$ cat src/rtl/fetch_sequencer.sv
// PC sequencer / fetch controller: word-addressed imem, one-entry output stage,
// branch/jump redirects, halt and out-of-range fault. `define FETCH_PERF_EN adds perf counters.
module fetch_sequencer #(
    parameter logic [31:0] RESET_PC   = 32'h0000_0000,
    parameter int unsigned IMEM_DEPTH = 256,
    parameter logic [31:0] HALT_INSTR = 32'hFFFF_FFFF
) (
    input  logic        clk,
    input  logic        rst_n,
    input  logic        start,
    output logic [31:0] imem_addr,
    input  logic [31:0] imem_instr,
    output logic        if_valid,
    input  logic        if_ready,
    output logic [31:0] if_instr,
    output logic [31:0] if_pc,
    input  logic        br_taken,
    input  logic [15:0] br_offset,
    input  logic        jmp_taken,
    input  logic [25:0] jmp_target,
    output logic        halted,
`ifdef FETCH_PERF_EN
    output logic [31:0] perf_fetched,
    output logic [31:0] perf_stalls,
    output logic [31:0] perf_redirects,
`endif
    output logic        fault
);

    typedef enum logic [1:0] {S_IDLE, S_RUN, S_HALT, S_FAULT} state_t;

    state_t      state_q;
    logic [31:0] pc_q;
    logic        if_valid_q;
    logic [31:0] if_instr_q;
    logic [31:0] if_pc_q;
    logic        halted_q;
    logic        fault_q;

    logic        consume;
    logic        redirect;
    logic        is_halt;
    logic        want_load;
    logic        oob;
    logic        do_load;
    logic [31:0] ifpc_plus4;
    logic [31:0] br_tgt;
    logic [31:0] jmp_tgt;

    assign imem_addr  = {2'b00, pc_q[31:2]};
    assign consume    = if_valid_q & if_ready;
    assign is_halt    = consume & (if_instr_q == HALT_INSTR);
    assign redirect   = consume & (br_taken | jmp_taken) & ~is_halt;
    assign want_load  = ~if_valid_q | consume;
    assign oob        = ({2'b00, pc_q[31:2]} >= IMEM_DEPTH);
    assign do_load    = (state_q == S_RUN) & want_load & ~is_halt & ~redirect & ~oob;
    assign ifpc_plus4 = if_pc_q + 32'd4;
    assign br_tgt     = ifpc_plus4 + {{14{br_offset[15]}}, br_offset, 2'b00};
    assign jmp_tgt    = {ifpc_plus4[31:28], jmp_target, 2'b00};

    always_ff @(posedge clk or negedge rst_n) begin
        if (!rst_n) begin
            state_q    <= S_IDLE;
            pc_q       <= RESET_PC;
            if_valid_q <= 1'b0;
            if_instr_q <= 32'h0;
            if_pc_q    <= 32'h0;
            halted_q   <= 1'b0;
            fault_q    <= 1'b0;
        end else begin
            case (state_q)
                S_IDLE: if (start) state_q <= S_RUN;
                S_RUN: begin
                    if (is_halt) begin
                        // Halt wins over any redirect presented with it; pc holds.
                        state_q    <= S_HALT;
                        halted_q   <= 1'b1;
                        if_valid_q <= 1'b0;
                    end else if (redirect) begin
                        pc_q       <= jmp_taken ? jmp_tgt : br_tgt;
                        if_valid_q <= 1'b0;
                    end else if (want_load) begin
                        if (oob) begin
                            state_q    <= S_FAULT;
                            fault_q    <= 1'b1;
                            if_valid_q <= 1'b0;
                        end else begin
                            if_instr_q <= imem_instr;
                            if_pc_q    <= pc_q;
                            if_valid_q <= 1'b1;
                            pc_q       <= pc_q + 32'd4;
                        end
                    end
                end
                default: ;
            endcase
        end
    end

    assign if_valid = if_valid_q;
    assign if_instr = if_instr_q;
    assign if_pc    = if_pc_q;
    assign halted   = halted_q;
    assign fault    = fault_q;

`ifdef FETCH_PERF_EN
    logic [31:0] fetched_q, stalls_q, redirects_q;
    logic        in_run;
    assign in_run = (state_q == S_RUN);

    always_ff @(posedge clk or negedge rst_n) begin
        if (!rst_n) begin
            fetched_q   <= 32'h0;
            stalls_q    <= 32'h0;
            redirects_q <= 32'h0;
        end else if (in_run) begin
            if (do_load && fetched_q != '1) fetched_q <= fetched_q + 32'd1;
            if (if_valid_q && !if_ready && stalls_q != '1) stalls_q <= stalls_q + 32'd1;
            if (redirect && redirects_q != '1) redirects_q <= redirects_q + 32'd1;
        end
    end

    assign perf_fetched   = fetched_q;
    assign perf_stalls    = stalls_q;
    assign perf_redirects = redirects_q;
`endif

endmodule

$ cat config.mk
export PLATFORM = sky130hd
export DESIGN_NAME = fetch_sequencer
export DESIGN_NICKNAME = d
export VERILOG_FILES = /design/src/rtl/fetch_sequencer.sv
export SDC_FILE = /design/constraint.sdc
export NUM_CORES = 1
export LEC_CHECK = 0
export BUFFER_PORTS_ARGS = -buffer_cell sky130_fd_sc_hd__buf_4
export CAP_MARGIN = 20
export CORE_ASPECT_RATIO = 0.5
export CORE_MARGIN = 3
export CORE_UTILIZATION = 55
export CTS_CLUSTER_DIAMETER = 150
export DETAILED_ROUTE_END_ITERATION = 10
export GPL_TIMING_DRIVEN = 0
export PLACE_DENSITY = 0.82
export SYNTH_ARGS = -nofsm -noshare
export SYNTH_HDL_FRONTEND = slang
export SYNTH_SLANG_ARGS = --single-unit
export TNS_END_PERCENT = 20
$ cat constraint.sdc
create_clock -name clk -period 7.89 [get_ports clk]
set_clock_uncertainty 0.15 [all_clocks]
set_input_delay 1.1835 -clock clk [delete_from_list [all_inputs] [get_ports clk]]
set_output_delay 1.1835 -clock clk [all_outputs]
set_load 0.1 [all_outputs]
==> results.py <==
metrics = {
    "placed_design": {
        "gp_congestion": 0.950,
        "dp_cells": 1049,
        "post-dp-hpwl_um": 14700,
        "port_buffers": 176,
    },
    "setup_path": {
        "worst-path-stages": 15,
        "critPathSlowestCell": "or4_1",
        "reg2reg_slack_ns": 3.34,
        "cp_max_fo": 7,
        "worst_ep_arrival_time_ns": 4.63,
        "required_ns": 7.98,
        "crit_path_max_incr_delay_ns": 0.46,
        "reg2reg_to": "pc_q[31]",
        "critical_path_class": "flip-flop to flip-flop",
        "reg2reg_depth": 15,
        "crit_path_cell_trace": "and3_1, clkbuf_1, nand3_1, nor2_1, nand4_1, xnor2_1, ha_1, a21oi_1, nand2_1, or4_4, o22ai_4, a211oi_2, o21a_1, or4_1, a32o_1",
        "crit_buf_inv": 1,
        "cp-end-kind": "flip-flop",
        "r2r-start": "if_pc[4]",
        "crit_family": "simple AND/OR/NAND/NOR gates",
        "cp-start-kind": "flip-flop",
    },
    "synth": {
        "ys.flop_type": "dfrtp_1",
        "synth_edf_count": 0,
        "avgSynthCellArea_um2": 9.30,
        "yosys_register_bits": 101,
        "syn_area_mm2": 0.00662,
        "yosys_warnings": 0,
        "yosysTopAreaCellShare_pct": 38.2,
        "ys_async_sr_fraction_pct": 100,
        "syn_inst": 712,
        "yosysTopAreaCell": "dfrtp_1",
        "ys_seq_area_share_pct": 38.2,
        "synthDistinctLibCells": 65,
        "yosys-top-cells-area": "dfrtp_1 (38%), ha_1 (7.0%), mux2_2 (5.8%)",
    },
    "route": {
        "vias": 6153,
        "firstDrtPassIters": 5,
        "drc": 0,
        "ant_nets": 0,
        "routedWlPerCell_um": 17.8,
        "dr.first_iter.drc_count": 527,
        "viasPerCell": 5.78,
        "wl_um": 18900,
    },
    "min_path": {
        "hp-class": "flip-flop to flip-flop",
        "min-delay-start": "halted",
        "worst_hold_path.num_cells": 1,
        "min_to": "halted",
    },
    "timing": {
        "relSlewSlack_pct": 31.7,
        "finalCritPeriodShare_pct": 57.6,
        "worst_pin_slew_ns": 1.01,
        "setup_tns_ns": 0,
        "clock.fmax_mhz": 220,
        "rsz0062_at_grt": "false",
        "drv_slew": 0,
        "hold_viol": 0,
        "fin_hold_ws_ns": 0.323,
        "setup_viol": 0,
        "post-route-min-period_ns": 4.55,
    },
    "clock_tree": {
        "cts_tree": "done",
        "clkLatencyLatePin_ns": 0.36,
        "cts_buffer_depth": 2,
        "cts_buffers": 9,
        "postCtsHoldBufs": 0,
        "cts.sinks": 101,
        "cts_root_buf": "clkbuf_16",
        "cts_resized": 0,
        "cts.clk_slew.worst_paths_ns": 0.08,
        "htree_num_levels": 3,
        "post_cts_buffers": 0,
    },
    "cells_and_area": {
        "layout-drive-gt1-share_pct": 29.7,
        "fin_cells": 1065,
        "mostFrequentLayoutCell": "buf_4",
        "syn2layout_area_growth_pct": 27.8,
        "diodes": 0,
        "mostFrequentLayoutCells": "buf_4 (208), dfrtp_1 (101), nand2_1 (62)",
        "final_nets": 1019,
    },
    "power_and_ir_drop": {
        "cellLeakagePower_nw": 4.26,
        "power.density_mw_per_mm2": 125,
        "max-vdd-ir-drop_uv": 103,
    },
    "floorplan": {
        "rows": 27,
        "ios": 179,
        "initial_core_util_pct": 58.3,
        "die_area_mm2": 0.0135,
        "die_y_um": 83.6,
        "core-area_mm2": 0.0114,
        "die_x_um": 161,
    },
    "global_route": {
        "grt_start_max_net_pins": 59,
        "overflow": 0,
        "grt_usage_pct": 27.6,
        "antenna_found_initial": 0,
        "first_global_vias": 6006,
        "grt_pass1_wl_um": 30200,
    },
    "job": {
        "maxCapViolCount": 0,
    },
    "outcome": {
        "run_status": "finished, final reports clean",
    },
}
[cells by family (layout without fill, tap and decap cells)]
group | after synthesis | after routing | synth area share, %
flops | 101 | 101 | 38.2
fa+ha+maj | 38 | 38 | 7.29
simple gates | 229 | 229 | 17.7
compound gates | 171 | 171 | 16.3
xor+xnor | 52 | 52 | 6.88
mux | 44 | 44 | 7.39
buf+inv | 76 | 269 | 6.23
other cells | 1 | 2 | 0.0566
[layer usage]
metal	routed length (um)	vias up	share of wire, %	track usage [%]
li1	-	2918	-	-
met1	7940	2985	42	36.5
met2	9080	227	48	45.5
met3	1650	23	8.7	7.78
met4	234	0	1.2	6.25
met5	0	-	0	0
[metrics by stage]
stage               power, mW  util, %  area [um^2]  worst slack [ns]
detailed placement      0.626     72.0         8170              3.42
global placement        0.623     71.8         8150              3.52
CTS                      1.06     74.5         8460              3.39
global route             1.10     74.5         8460              2.97
finish                   1.06     74.5         8460              3.34
floorplan               0.571        -         6630              3.11
[Yosys cell counts, types with 3 or more instances]
cell type	instances
o21ai_1	22
nand2b_1	5
xnor2_1	34
mux2i_1	5
nor2b_1	4
mux2_1	5
clkbuf_1	22
inv_1	15
nor2_1	37
nor4_1	7
a211oi_1	6
and2_1	25
a21o_1	12
o31ai_1	4
and4_1	3
ha_1	37
buf_1	6
nor3_1	15
a22oi_1	8
buf_4	32
o21a_1	5
and3_1	10
xor2_1	18
a22o_1	4
o211ai_1	3
a21oi_1	50
mux2_2	34
nor3b_1	4
nand4_1	19
nand3_1	25
dfrtp_1	101
o22a_1	3
nand2_1	62
a31oi_1	4
o21ai_0	29
or4_1	3
[layout make-up]
class                      count  area, um^2
multi-input combinational    536        3690
fill                         882        2890
sequential                   101        2530
timing repair buffer         177        1350
buffer                        61         357
clock buffer                  10         229
tap                          159         199
clock inverter                 6        57.6
inverter                      15        56.3
[where the power goes]
part / internal [mW] / total (mW) / switching [mW]
clock network: 0.224 / 0.442 / 0.219
registers: 0.517 / 0.517 / 0
logic: 0.0455 / 0.0992 / 0.0537
total: 0.786 / 1.06 / 0.272
[registers in the layout (all words and copies together), names as in the netlist]
signal / cells
pc_q: 32
fault: 1
state_q: 2
if_instr: 32
halted: 1
if_valid: 1
if_pc: 32
[worst reg2reg max path: cells and delay by family, from the launching register on]
| kind | cells | cell delay (ns) |
|---|---|---|
| simple gates | 7 | 1.91 |
| compound gates | 5 | 1.14 |
| flops | 1 | 0.44 |
| fa+ha+maj | 1 | 0.35 |
| buf+inv | 1 | 0.24 |
| xor+xnor | 1 | 0.21 |
[how the worst max path moves through the flow]
| stage | start | endpoint | slack, ns |
|---|---|---|---|
| after floorplan | if_pc[12] | pc_q[31] | 3.11 |
| after global placement | if_pc[4] | pc_q[31] | 3.52 |
| after detailed placement | if_pc[4] | pc_q[31] | 3.42 |
| after CTS | if_pc[4] | pc_q[31] | 3.39 |
| after global routing | if_pc[4] | pc_q[31] | 2.97 |
| final | if_pc[4] | pc_q[31] | 3.34 |
Note: power is estimated with default switching activity, not from simulation.
